===== config.mk =====
export PLATFORM = sky130hd
export DESIGN_NAME = wash_sequencer_flat
export DESIGN_NICKNAME = d
export VERILOG_FILES = /design/src/rtl/wash_sequencer_if.sv /design/src/rtl/wash_sequencer.sv /design/src/flat_wrapper.sv
export SDC_FILE = /design/constraint.sdc
export NUM_CORES = 1
export LEC_CHECK = 0
export BUFFER_PORTS_ARGS = -buffer_cell sky130_fd_sc_hd__buf_2
export CAP_MARGIN = 20
export CORE_UTILIZATION = 50
export CTS_BUF_LIST = sky130_fd_sc_hd__clkbuf_2
export CTS_CLUSTER_DIAMETER = 40
export DETAILED_ROUTE_END_ITERATION = 7
export PLACE_DENSITY = 0.68
export SLEW_MARGIN = 20
export SYNTH_ARGS = -nofsm -noshare
export SYNTH_HDL_FRONTEND = slang
export SYNTH_SLANG_ARGS = --single-unit

===== constraint.sdc =====
create_clock -name clk -period 6.34 [get_ports clk]
set_clock_uncertainty 0.1 [all_clocks]
set_input_delay 1.268 -clock clk [delete_from_list [all_inputs] [get_ports clk]]
set_output_delay 1.268 -clock clk [all_outputs]
set_load 0.05 [all_outputs]

===== src/rtl/wash_sequencer_if.sv =====
// Handshake bundle between the billing/panel side and the wash program sequencer.
interface wash_sequencer_if;
    logic        start;
    logic [1:0]  mode;
    logic        p_pos;
    logic        a_pos;
    logic [11:0] remain;
    logic [3:0]  phase_light;
    logic        busy;
    logic        paused;
    logic        done;
    logic        aborted;

    modport master (
        output start, mode, p_pos, a_pos,
        input  remain, phase_light, busy, paused, done, aborted
    );

    modport slave (
        input  start, mode, p_pos, a_pos,
        output remain, phase_light, busy, paused, done, aborted
    );
endinterface


===== src/rtl/wash_sequencer.sv =====
// Wash program sequencer: fill/wash/rinse/spin countdown with BCD remaining time.
// Optional pause/abort support is enabled by defining WASH_PAUSE_EN.
module wash_sequencer #(
    parameter int TICK = 100000000
) (
    input  logic             clk,
    input  logic             rst,
    wash_sequencer_if.slave  bus
);
    localparam int TW = (TICK > 1) ? $clog2(TICK) : 1;

    typedef enum logic [2:0] {
        S_IDLE, S_FILL, S_WASH, S_RINSE, S_SPIN, S_DONE, S_PAUSE
    } state_t;

    state_t          r_state;
    logic [1:0]      r_mode;
    logic [TW-1:0]   r_tick;
    logic [6:0]      r_phase_cnt;
    logic [11:0]     r_remain;
    logic [3:0]      r_light;
    logic            r_busy;
    logic            r_done;
    logic            r_start_q;
    logic            r_start_qq;

    logic            w_start_rise;
    logic            w_tick;
    state_t          w_first;
    state_t          w_run_ns;
    logic [6:0]      w_run_cnt;

    function automatic logic [6:0] dur(input logic [1:0] m, input state_t s);
        case (s)
            S_FILL:  case (m) 2'd0: dur = 7'd0;  2'd1: dur = 7'd10; 2'd2: dur = 7'd15; default: dur = 7'd20; endcase
            S_WASH:  case (m) 2'd0: dur = 7'd0;  2'd1: dur = 7'd30; 2'd2: dur = 7'd45; default: dur = 7'd60; endcase
            S_RINSE: case (m) 2'd0: dur = 7'd0;  2'd1: dur = 7'd20; 2'd2: dur = 7'd30; default: dur = 7'd40; endcase
            S_SPIN:  case (m) 2'd0: dur = 7'd20; 2'd1: dur = 7'd20; 2'd2: dur = 7'd30; default: dur = 7'd40; endcase
            default: dur = 7'd0;
        endcase
    endfunction

    function automatic logic [11:0] total_bcd(input logic [1:0] m);
        case (m)
            2'd0:    total_bcd = 12'h020;
            2'd1:    total_bcd = 12'h080;
            2'd2:    total_bcd = 12'h120;
            default: total_bcd = 12'h160;
        endcase
    endfunction

    // First phase at or after s whose duration is nonzero; DONE when none remain.
    function automatic state_t first_from(input logic [1:0] m, input state_t s);
        if (s == S_FILL && dur(m, S_FILL) != 7'd0) return S_FILL;
        if ((s inside {S_FILL, S_WASH}) && dur(m, S_WASH) != 7'd0) return S_WASH;
        if ((s inside {S_FILL, S_WASH, S_RINSE}) && dur(m, S_RINSE) != 7'd0) return S_RINSE;
        if (s != S_DONE && dur(m, S_SPIN) != 7'd0) return S_SPIN;
        return S_DONE;
    endfunction

    function automatic state_t succ(input state_t s);
        case (s)
            S_FILL:  succ = S_WASH;
            S_WASH:  succ = S_RINSE;
            S_RINSE: succ = S_SPIN;
            default: succ = S_DONE;
        endcase
    endfunction

    function automatic logic [3:0] light(input state_t s);
        case (s)
            S_FILL:  light = 4'b1000;
            S_WASH:  light = 4'b0100;
            S_RINSE: light = 4'b0010;
            S_SPIN:  light = 4'b0001;
            default: light = 4'b0000;
        endcase
    endfunction

    // Saturating BCD decrement with digit borrows.
    function automatic logic [11:0] bcd_dec(input logic [11:0] v);
        logic [3:0] h, t, u;
        h = v[11:8];
        t = v[7:4];
        u = v[3:0];
        if (v == 12'h000) return 12'h000;
        if (u != 4'd0) u = u - 4'd1;
        else begin
            u = 4'd9;
            if (t != 4'd0) t = t - 4'd1;
            else begin
                t = 4'd9;
                h = h - 4'd1;
            end
        end
        return {h, t, u};
    endfunction

    always_comb begin
        w_start_rise = r_start_q & ~r_start_qq;
        w_tick       = (r_tick == TW'(TICK - 1));
        w_first      = first_from(bus.mode, S_FILL);
        w_run_ns     = r_state;
        w_run_cnt    = r_phase_cnt - 7'd1;
        if (r_phase_cnt <= 7'd1) begin
            w_run_ns  = first_from(r_mode, succ(r_state));
            w_run_cnt = dur(r_mode, first_from(r_mode, succ(r_state)));
        end
    end

`ifdef WASH_PAUSE_EN
    state_t r_saved;
    logic   r_paused;
    logic   r_aborted;
`else
    wire    w_unused = bus.p_pos ^ bus.a_pos;
`endif

    always_ff @(posedge clk or negedge rst) begin
        if (!rst) begin
            r_state     <= S_IDLE;
            r_mode      <= 2'd0;
            r_tick      <= '0;
            r_phase_cnt <= 7'd0;
            r_remain    <= 12'h000;
            r_light     <= 4'b0000;
            r_busy      <= 1'b0;
            r_done      <= 1'b0;
            r_start_q   <= 1'b0;
            r_start_qq  <= 1'b0;
`ifdef WASH_PAUSE_EN
            r_saved     <= S_IDLE;
            r_paused    <= 1'b0;
            r_aborted   <= 1'b0;
`endif
        end else begin
            r_start_q  <= bus.start;
            r_start_qq <= r_start_q;
            r_done     <= 1'b0;
`ifdef WASH_PAUSE_EN
            r_aborted  <= 1'b0;
`endif
            case (r_state)
                S_IDLE: begin
                    if (w_start_rise) begin
                        r_mode      <= bus.mode;
                        r_remain    <= total_bcd(bus.mode);
                        r_state     <= w_first;
                        r_phase_cnt <= dur(bus.mode, w_first);
                        r_light     <= light(w_first);
                        r_tick      <= '0;
                        r_busy      <= 1'b1;
                    end
                end
                S_FILL, S_WASH, S_RINSE, S_SPIN: begin
                    if (w_tick) begin
                        r_tick      <= '0;
                        r_remain    <= bcd_dec(r_remain);
                        r_phase_cnt <= w_run_cnt;
                        if (w_run_ns == S_DONE) begin
                            r_state <= S_DONE;
                            r_done  <= 1'b1;
                            r_light <= 4'b0000;
                        end else begin
                            r_state <= w_run_ns;
                            r_light <= light(w_run_ns);
`ifdef WASH_PAUSE_EN
                            if (bus.p_pos) begin
                                r_state  <= S_PAUSE;
                                r_saved  <= w_run_ns;
                                r_paused <= 1'b1;
                            end
`endif
                        end
                    end else begin
                        r_tick <= r_tick + 1'b1;
`ifdef WASH_PAUSE_EN
                        if (bus.p_pos) begin
                            r_tick   <= r_tick;
                            r_state  <= S_PAUSE;
                            r_saved  <= r_state;
                            r_paused <= 1'b1;
                        end
`endif
                    end
                end
`ifdef WASH_PAUSE_EN
                S_PAUSE: begin
                    if (bus.a_pos) begin
                        r_state   <= S_IDLE;
                        r_aborted <= 1'b1;
                        r_busy    <= 1'b0;
                        r_paused  <= 1'b0;
                        r_remain  <= 12'h000;
                        r_light   <= 4'b0000;
                    end else if (bus.p_pos) begin
                        r_state  <= r_saved;
                        r_paused <= 1'b0;
                    end
                end
`endif
                S_DONE: begin
                    r_state <= S_IDLE;
                    r_busy  <= 1'b0;
                end
                default: r_state <= S_IDLE;
            endcase
        end
    end

    assign bus.remain      = r_remain;
    assign bus.phase_light = r_light;
    assign bus.busy        = r_busy;
    assign bus.done        = r_done;
`ifdef WASH_PAUSE_EN
    assign bus.paused      = r_paused;
    assign bus.aborted     = r_aborted;
`else
    assign bus.paused      = 1'b0;
    assign bus.aborted     = 1'b0;
`endif
endmodule

===== src/flat_wrapper.sv =====
// flat-port wrapper written by rule: the top's interface ports become plain ports
module wash_sequencer_flat 
#(
    parameter int TICK = 100000000
)
  (clk, rst, bus_start, bus_mode, bus_p_pos, bus_a_pos, bus_remain, bus_phase_light, bus_busy, bus_paused, bus_done, bus_aborted);
  wash_sequencer_if bus_i ();
  input  logic clk;
  input  logic rst;
  input wire logic [$bits(bus_i.start)-1:0] bus_start;
  input wire logic [$bits(bus_i.mode)-1:0] bus_mode;
  input wire logic [$bits(bus_i.p_pos)-1:0] bus_p_pos;
  input wire logic [$bits(bus_i.a_pos)-1:0] bus_a_pos;
  output wire logic [$bits(bus_i.remain)-1:0] bus_remain;
  output wire logic [$bits(bus_i.phase_light)-1:0] bus_phase_light;
  output wire logic [$bits(bus_i.busy)-1:0] bus_busy;
  output wire logic [$bits(bus_i.paused)-1:0] bus_paused;
  output wire logic [$bits(bus_i.done)-1:0] bus_done;
  output wire logic [$bits(bus_i.aborted)-1:0] bus_aborted;
  assign bus_i.start = bus_start;
  assign bus_i.mode = bus_mode;
  assign bus_i.p_pos = bus_p_pos;
  assign bus_i.a_pos = bus_a_pos;
  assign bus_remain = bus_i.remain;
  assign bus_phase_light = bus_i.phase_light;
  assign bus_busy = bus_i.busy;
  assign bus_paused = bus_i.paused;
  assign bus_done = bus_i.done;
  assign bus_aborted = bus_i.aborted;
  wash_sequencer #(.TICK(TICK)) u_core (.clk(clk), .rst(rst), .bus(bus_i));
endmodule

# Yosys cells after proc, flatten, opt, wreduce, memory -nomap -nowiden
# Index checks and enable logic that the tools add are counted.
[totals]
ff_bits = 59
output_inout_bits = 20
in_bits = 7
[classes]
n_mux = 106
eq_ne = 31
n_reduce_logical = 32
addsub = 5
n_lt_le_gt_ge = 1
n_bitwise = 2
[ops]
columns = ["cell", "count"]
rows = [
  ["$mux W7", 19],
  ["$pmux W6 S3", 4],
  ["$mux W3", 22],
  ["$reduce_bool A7 Y1", 8],
  ["$mux W27", 2],
  ["$pmux W27 S2", 1],
  ["$mux W12", 4],
  ["$mux W4", 8],
  ["$pmux W4 S4", 2],
  ["$mux W1", 31],
  ["$eq A3 B2 Y1 const B", 10],
  ["$pmux W5 S3", 2],
  ["$pmux W7 S4", 1],
  ["$add A27 B1 Y27 const B", 1],
  ["$eq A27 B27 Y1 const B", 1],
  ["$pmux W9 S3", 1],
  ["$pmux W12 S2", 1],
  ["$pmux W6 S2", 2],
  ["$pmux W6 S4", 1],
  ["$eq A3 B3 Y1 const B", 6],
  ["$eq A3 B1 Y1 const B", 5],
  ["$pmux W7 S2", 1],
  ["$logic_not A12 Y1", 1],
  ["$sub A4 B1 Y4 const B", 3],
  ["25 further kinds", 40],
]

# Longest topological paths before layout
# Gate-level depths: netlist of run 1.
[depth]
word_depth = 44
depth_mapped = 10

# Worst setup path after synthesis of run 1
# No wires, ideal clock.
[synth_timing]
path_kind = "reg-to-reg"
start = "register u_core.r_remain[0] (netlist: u_core.bus.remain[0])"
end = "register u_core.r_remain[7] (netlist: u_core.bus.remain[7])"
slack_ns = 3.920
setup_ns = 0.125
required_ns = 6.115
arrival_time_ns = 2.195
stages_incl_launch_ff = 8
path_cell_list = "dfrtp_1 > inv_1 > ha_1 > nor3b_2 > nand3b_1 > o31ai_2 > o21ai_0 > mux2_2"
[synth_via]
elab_chain_len = 7
word_cells_on_any_way = 10
cone_classes = "eq/ne (1); mux (6); reduce/logical (3)"
[synth_lines]
columns = ["element", "line", "text"]
rows = [
  ["from (decl)", "wash_sequencer.sv:20", "logic [11:0] r_remain;"],
  ["from (signal assigned)", "wash_sequencer.sv:147", "r_remain <= total_bcd(bus.mode);"],
  ["from (signal assigned)", "wash_sequencer.sv:158", "r_remain <= bcd_dec(r_remain);"],
  ["$logic_not A12 Y1", "wash_sequencer.sv:86", "if (v == 12'h000) return 12'h000;"],
  ["$mux W1", "wash_sequencer.sv:86", ""],
  ["$mux W1", "wash_sequencer.sv:156", "if (w_tick) begin"],
  ["$mux W1", "wash_sequencer.sv:143", "case (r_state)"],
  ["$mux W12", "wash_sequencer.sv:87", "if (u != 4'd0) u = u - 4'd1;"],
  ["$mux W12", "wash_sequencer.sv:156", ""],
  ["$pmux W12 S2", "wash_sequencer.sv:143", ""],
]
# Parallel ways exist; a longest one is shown, timed or not. The select of a mux whose other input is x is not followed.
# A chain may end at the register's enable or synchronous reset.

# Worst setup path in the final report of run 1
[layout_timing]
start = "register u_core.r_state[2]"
end = "register u_core.r_tick[12]"
[layout_via]
elab_chain_len = 4
word_cells_on_any_way = 10
cone_classes = "eq/ne (5); mux (1); reduce/logical (4)"
[layout_lines]
columns = ["element", "line", "text"]
rows = [
  ["from (decl)", "wash_sequencer.sv:16", "state_t r_state;"],
  ["from (signal assigned)", "wash_sequencer.sv:148", "r_state <= w_first;"],
  ["from (signal assigned)", "wash_sequencer.sv:165", "r_state <= w_run_ns;"],
  ["$eq A3 B1 Y1 (tied with other cells)", "wash_sequencer.sv:143", ""],
  ["$reduce_or A4 Y1", "-", ""],
  ["$reduce_bool A2 Y1 (no line)", "-", ""],
  ["$reduce_and A2 Y1 (no line)", "-", ""],
  ["to (signal assigned)", "wash_sequencer.sv:176", "r_tick <= r_tick + 1'b1;"],
  ["to (decl)", "wash_sequencer.sv:18", "logic [TW-1:0] r_tick;"],
]
# Parallel ways exist; a longest one is shown, timed or not.

==> results of run 1 <==
[cells by family (layout without fill, tap and decap cells)]
logic type,after synthesis,after routing,synth area share
and+or+nand+nor,172,172,0.2356
AOI/OAI and AO/OA,100,100,0.1815
DFF,59,59,0.3894
buffers and inverters,39,61,0.04521
xor gates and xnor gates,25,25,0.05776
adders and majority gates,21,21,0.06931
muxes,7,7,0.02013
other,1,2,0.0009891
[report_power, final]
| group | internal [mW] | switching [mW] | leakage, nW | total, mW |
|---|---|---|---|---|
| logic | 0.240 | 0.418 | 1.02 | 0.657 |
| registers | 0.467 | 0.114 | 0.762 | 0.581 |
| clock network | 0.0962 | 0.138 | 0.0736 | 0.234 |
| total | 0.803 | 0.670 | 1.86 | 1.47 |
[cell usage after synthesis (3+ instances only)]
cell | instances | area [µm²]
nor4_1 | 4 | 25.02
or3_1 | 4 | 25.02
dfrtp_1 | 59 | 1476
a2bb2oi_1 | 3 | 26.28
nor4b_1 | 3 | 26.28
xor2_1 | 19 | 166.4
nor3_1 | 8 | 40.04
nand4_1 | 7 | 43.79
nor2b_1 | 3 | 18.77
a211oi_1 | 4 | 30.03
clkbuf_1 | 8 | 30.03
a31oi_1 | 4 | 25.02
a21oi_1 | 22 | 110.1
nand3_1 | 21 | 105.1
nor4_2 | 3 | 37.54
nor2_1 | 44 | 165.2
ha_1 | 21 | 262.8
nand2_1 | 41 | 153.9
a311oi_1 | 4 | 35.03
o22a_1 | 3 | 26.28
inv_1 | 18 | 67.56
o31ai_1 | 4 | 30.03
and3_1 | 11 | 68.82
nor3b_1 | 3 | 22.52
o21ai_0 | 25 | 125.1
buf_2 | 8 | 40.04
o22ai_1 | 6 | 37.54
mux2_2 | 5 | 56.30
xnor2_1 | 6 | 52.55
buf_4 | 4 | 30.03
[per-stage QoR]
stage | cells | instance area [µm²] | setup WS, ps | power, mW | utilization
6_report | 546 | 4063 | 3188 | 1.473 | 0.5571
5_1_grt | 546 | 4063 | 2952 | 1.581 | 0.5571
4_1_cts | 546 | 4063 | 3210 | 1.475 | 0.5571
3_5_place_dp | 530 | 3959 | 3243 | 1.238 | 0.5429
3_3_place_gp | 530 | 3959 | 3279 | 1.221 | 0.5429
2_1_floorplan | 425 | 3795 | 3920 | 1.087 | -
[state kept, by name (all words and copies together) (netlist names)]
register and cells:
u_core.r_start_qq 1, u_core.r_mode 2, u_core.r_state 3, u_core.r_tick 27, u_core.r_start_q 1, u_core.bus.remain 12
u_core.bus.busy 1, u_core.bus.done 1, u_core.bus.phase_light 4, u_core.r_phase_cnt 7
[worst paths after layout]
check	startpoint	endpoint	slack, ps
worst max-delay path	u_core.r_state[2]	u_core.r_tick[12]	3190
max in group asynchronous	rst	u_core.bus.remain[6]	4820
worst max register to register	u_core.r_state[2]	u_core.r_tick[12]	3190
worst min register to register	u_core.r_start_q	u_core.r_start_qq	290
worst min-delay path	u_core.r_start_q	u_core.r_start_qq	290
min in group asynchronous	rst	u_core.r_tick[20]	810
[routing by layer]
| metal | global-route usage | share of wire | vias to the layer above | wire length [µm] |
|---|---|---|---|---|
| met2 | 0.3462 | 0.45 | 95 | 3837 |
| met4 | 0.1010 | 0.013 | 0 | 114 |
| met3 | 0.02862 | 0.047 | 10 | 406 |
| met5 | 0 | 0 | - | 0 |
| met1 | 0.3403 | 0.49 | 1508 | 4199 |
| li1 | - | - | 1556 | - |
[cell type report]
cell class                      count  area (µm²)
Sequential cell                    59        1476
Clock inverter                      3       38.79
Timing Repair Buffer               26       140.1
Clock buffer                       13       65.06
Multi-Input combinational cell    327        2147
Tap cell                           99       123.9
Inverter                           19       71.32
Fill cell                         705        3229
==> flow_metrics.py, run 1 <==
metrics = {
    "status": {
        "status": "finished clean",
    },
    "cts": {
        "cts_resized": 0,
        "cts_hold_buffers": 0,
        "cts_root_buffer": "clkbuf_2",
        "ctsLongestPathBuffers": 2,
        "insertion_delay_ps": 490,
        "clk_pin_slew_ps": 180,
        "cts.sinks": 59,
        "cts_setup_buffers": 0,
        "numCtsBuffers": 9,
        "cts_tree": "yes",
        "cts_max_level": 3,
    },
    "cells_and_area": {
        "antenna_cells": 0,
        "final_common_cell": "dfrtp_1",
        "synthToLayoutAreaGrowth_pct": 7.162,
        "drive_gt1_frac": 0.1365,
        "nets": 470,
        "layout_common_cells": "dfrtp_1 (59), nor2_1 (44), nand2_1 (41)",
    },
    "synth": {
        "seq_area_frac_synth": 0.3894,
        "ys_warn_count": 0,
        "netlist_area_mm2": 0.003791,
        "yosysUniqueCellTypes": 66,
        "syn_inst": 424,
        "ys_seq_elements": 59,
        "synth_edf_count": 0,
        "avgSynthCellArea_um2": 8.941,
        "async_reset_ff_frac": 1.000,
        "ys.flop_type": "dfrtp_1",
    },
    "place": {
        "portBuffers": 22,
        "gp_congestion": 0.9034,
        "hpwlAfterDp_um": 5688,
    },
    "worst_hold_path": {
        "whs_path_depth": 0,
        "hold_path.class": "flop to flop",
    },
    "sta": {
        "setup_viol": 0,
        "period_share": 0.4972,
        "tightest_slew_ps": 872.7,
        "setup_tns_ps": 0,
        "rsz0062_at_grt": "false",
        "max_freq_ghz": 0.3172,
        "max_slew_margin": 0.4182,
        "slew_viol_final": 0,
        "hold_viol": 0,
        "whs_ps": 294.7,
        "min_period_ps": 3152,
    },
    "critical_path": {
        "slowest_stage": "dfrtp_1",
        "path_buf_inv": 1,
        "cp_cell_sequence": "clkinv_1 > a21boi_1 > nand2_1 > and3_1 > or3_1",
        "end_kind": "flop",
        "path_max_fanout": 21,
        "critPathMaxStageDelay_ps": 810,
        "criticalPathCategory": "flop to flop",
        "critPathRequiredTime_ps": 6620,
        "worst-path-stages": 5,
        "crit_path_start_kind": "flop",
        "crit_family": "simple AND/OR/NAND/NOR gates",
        "arrival_ps": 3430,
        "reg2reg_depth": 5,
    },
    "routing": {
        "finalWirelength_um": 8557,
        "drc": 0,
        "drtPass1Iterations": 4,
        "drtIter0Drc": 220,
        "via_count": 3169,
        "viasPerCell": 5.804,
        "post_drt_wl_per_cell_um": 15.67,
        "ant_nets": 0,
    },
    "grt": {
        "grtUsageTotal": 0.2325,
        "grt.overflow.total": 0,
        "grt_pass1_vias": 2930,
        "grt_antenna_before_repair": 0,
        "grt_pass1_wl_um": 14160,
        "grt_max_degree": 60,
    },
    "power_and_ir_drop": {
        "power_density_mw_per_mm2": 362.5,
        "ir_drop_uv": 284.5,
        "leakage_nw": 1.856,
    },
    "floorplan": {
        "die_area_mm2": 0.007934,
        "die_w_um": 89.08,
        "start_util": 0.5199,
        "fp-row-count": 31,
        "coreArea_mm2": 0.007292,
        "dieHeight_um": 89.08,
        "pin_count": 27,
    },
    "run": {
        "drv_cap": 0,
    },
}
No activity file was read; power rests on OpenSTA's default activity.
==> inputs of run 2 (changes only) <==
--- a/config.mk
+++ b/config.mk
@@ -5,6 +5,7 @@
 export SDC_FILE = /design/constraint.sdc
 export NUM_CORES = 1
 export LEC_CHECK = 0
+export ABC_AREA = 1
 export BUFFER_PORTS_ARGS = -buffer_cell sky130_fd_sc_hd__buf_2
 export CAP_MARGIN = 20
 export CORE_UTILIZATION = 50
==> constraint.sdc (replaced) <==
create_clock -name clk -period 3.3 [get_ports clk]
set_clock_uncertainty 0.1 [all_clocks]
set_input_delay 0.66 -clock clk [delete_from_list [all_inputs] [get_ports clk]]
set_output_delay 0.66 -clock clk [all_outputs]
set_load 0.05 [all_outputs]
==> flow_metrics.py, run 2 <==
metrics = {
    "cells_and_area": {
        "multi_input_area_mm2": 0.002218,
        "nets": 639,
        "largest_reg_flops": 27,
        "final_area_mm2": 0.004352,
        "final_common_cell": "nand2_1",
        "seqCellArea_mm2": 0.001476,
        "nFillCells": 822,
        "antenna_cells": 0,
        "regMostFlops": "u_core.r_tick",
        "drive_gt1_frac": 0.1059,
        "instances_no_fill": 716,
        "layout_common_cells": "nand2_1 (154), inv_1 (72), nor2_1 (72)",
        "synthToLayoutAreaGrowth_pct": 5.972,
    },
    "cts": {
        "cts_hold_buffers": 0,
        "numCtsBuffers": 9,
        "ctsLongestPathBuffers": 2,
        "clk_pin_slew_ps": 170,
        "cts_max_level": 3,
        "cts_root_buffer": "clkbuf_2",
        "cts_tree": "yes",
        "insertion_delay_ps": 480,
        "cts_setup_buffers": 0,
        "cts.sinks": 59,
        "cts_resized": 0,
    },
    "synth": {
        "synth_top_area_cell": "dfrtp_1",
        "yosys-top-cells-area": "dfrtp_1 (36%), nand2_1 (14%), inv_1 (6.6%)",
        "yosysUniqueCellTypes": 36,
        "syn_inst": 588,
        "async_reset_ff_frac": 1.000,
        "synth_commonest_cells": "nand2_1 (154), inv_1 (72), nor2_1 (72), dfrtp_1 (59), nand3_1 (53)",
        "ys_seq_elements": 59,
        "synth_top_area_share": 0.3595,
        "synthMostInstantiatedCell": "nand2_1",
        "seq_area_frac_synth": 0.3595,
        "netlist_area_mm2": 0.004106,
        "ys_warn_count": 0,
        "avgSynthCellArea_um2": 6.984,
        "synth_edf_count": 0,
        "ys.flop_type": "dfrtp_1",
    },
    "critical_path": {
        "slowest_stage": "dfrtp_1",
        "critPathRequiredTime_ps": 3600,
        "end_kind": "flop",
        "path_max_fanout": 24,
        "criticalPathCategory": "flop to flop",
        "crit_family": "simple AND/OR/NAND/NOR gates",
        "crit_path_start_kind": "flop",
        "cpMostUsedCell": "inv_2",
        "cp_cell_sequence": "inv_2 > nand2_2 > nor2_4 > inv_2 > nand2_2 > inv_4 > nand2_8 > nand2_4 > inv_2 > nor2_1 > a21oi_1",
        "arrival_ps": 2680,
        "critPathMaxStageDelay_ps": 500,
        "path_buf_inv": 4,
    },
    "grt": {
        "grt.overflow.total": 0,
        "grt_pass1_wl_um": 16920,
        "grtUsageTotal": 0.2481,
        "grt_antenna_before_repair": 0,
        "grt_pass1_vias": 3782,
        "grt_max_degree": 34,
    },
    "power_and_ir_drop": {
        "leakage_nw": 2.159,
        "power_density_mw_per_mm2": 823.7,
        "total_power_mw": 3.585,
        "ir_drop_uv": 609.5,
    },
    "sta": {
        "slew_viol_final": 0,
        "min_period_ps": 2386,
        "setup_tns_ps": 0,
        "setup_viol": 0,
        "tightest_slew_ps": 749.5,
        "period_share": 0.7229,
        "rsz0062_at_grt": "false",
        "max_slew_margin": 0.5004,
        "whs_ps": 124.5,
        "hold_viol": 0,
        "max_freq_ghz": 0.4192,
    },
    "routing": {
        "finalWirelength_um": 9422,
        "via_count": 3758,
        "drtPass1Iterations": 5,
        "drtIter0Drc": 156,
        "drc": 0,
        "viasPerCell": 5.249,
        "ant_nets": 0,
        "post_drt_wl_per_cell_um": 13.16,
    },
    "place": {
        "dp.cells": 702,
        "gp_congestion": 0.8911,
        "place_area_mm2": 0.004258,
        "hpwlAfterDp_um": 7085,
        "portBuffers": 22,
    },
    "status": {
        "status": "finished clean",
    },
    "run": {
        "drv_cap": 0,
    },
    "floorplan": {
        "die_w_um": 92.63,
        "dieHeight_um": 92.63,
        "start_util": 0.5233,
        "pin_count": 27,
        "die_area_mm2": 0.008579,
        "coreArea_mm2": 0.007848,
        "fp-row-count": 32,
    },
    "worst_hold_path": {
        "hold_path.class": "input pin to asynchronous set/reset pin",
    },
}
## run 2: cells by family after synthesis
family / after synthesis / share of synthesized area
simple gates: 333 / 0.3623
buf+inv: 94 / 0.1012
compound gates: 69 / 0.08866
flops: 59 / 0.3595
fa+ha+maj: 21 / 0.06398
xor+xnor: 11 / 0.02346
other cells: 1 / 0.0009132
## run 2: per-layer routing
layer,global-route usage,part of all wire
met1,0.3125,0.47
met2,0.4247,0.47
met3,0.05911,0.050
met4,0.06923,0.012
met5,0,0
## run 2: worst paths after layout
path | start | end | slack, ps | cells past startpoint
worst max register to register | u_core.r_state[0] | u_core.r_phase_cnt[1] | 910 | 11
worst min register to register | u_core.r_start_q | u_core.r_start_qq | 330 | 0
worst max-delay path | u_core.r_state[0] | u_core.r_phase_cnt[1] | 910 | 11
min in group clk | bus_start | u_core.r_start_q | 180 | 1
max in group asynchronous | rst | u_core.r_tick[19] | 2280 | 2
worst min-delay path | rst | u_core.bus.remain[6] | 120 | 1
## run 2: final cells by class
cell class / count / area share
inverter: 80 / 0.06958
clock inverter: 4 / 0.01006
clock buffer: 10 / 0.01150
multi-input combinational: 436 / 0.5098
timing repair buffer: 25 / 0.03048
sequential: 59 / 0.3393
tap: 102 / 0.02933
## run 2: where the power goes
part | internal, mW | switching (mW) | total (mW) | leakage, nW
logic | 0.594 | 1.49 | 2.08 | 1.32
registers | 0.907 | 0.180 | 1.09 | 0.771
clock network | 0.166 | 0.251 | 0.417 | 0.0651
## run 2: per-stage QoR
stage | util | setup slack (ps)
after CTS | 0.5545 | 897.8
after global placement | 0.5426 | 981.1
after floorplan | - | 1397
after detailed placement | 0.5426 | 928.8
after global routing | 0.5545 | 686.3
final | 0.5545 | 914.4
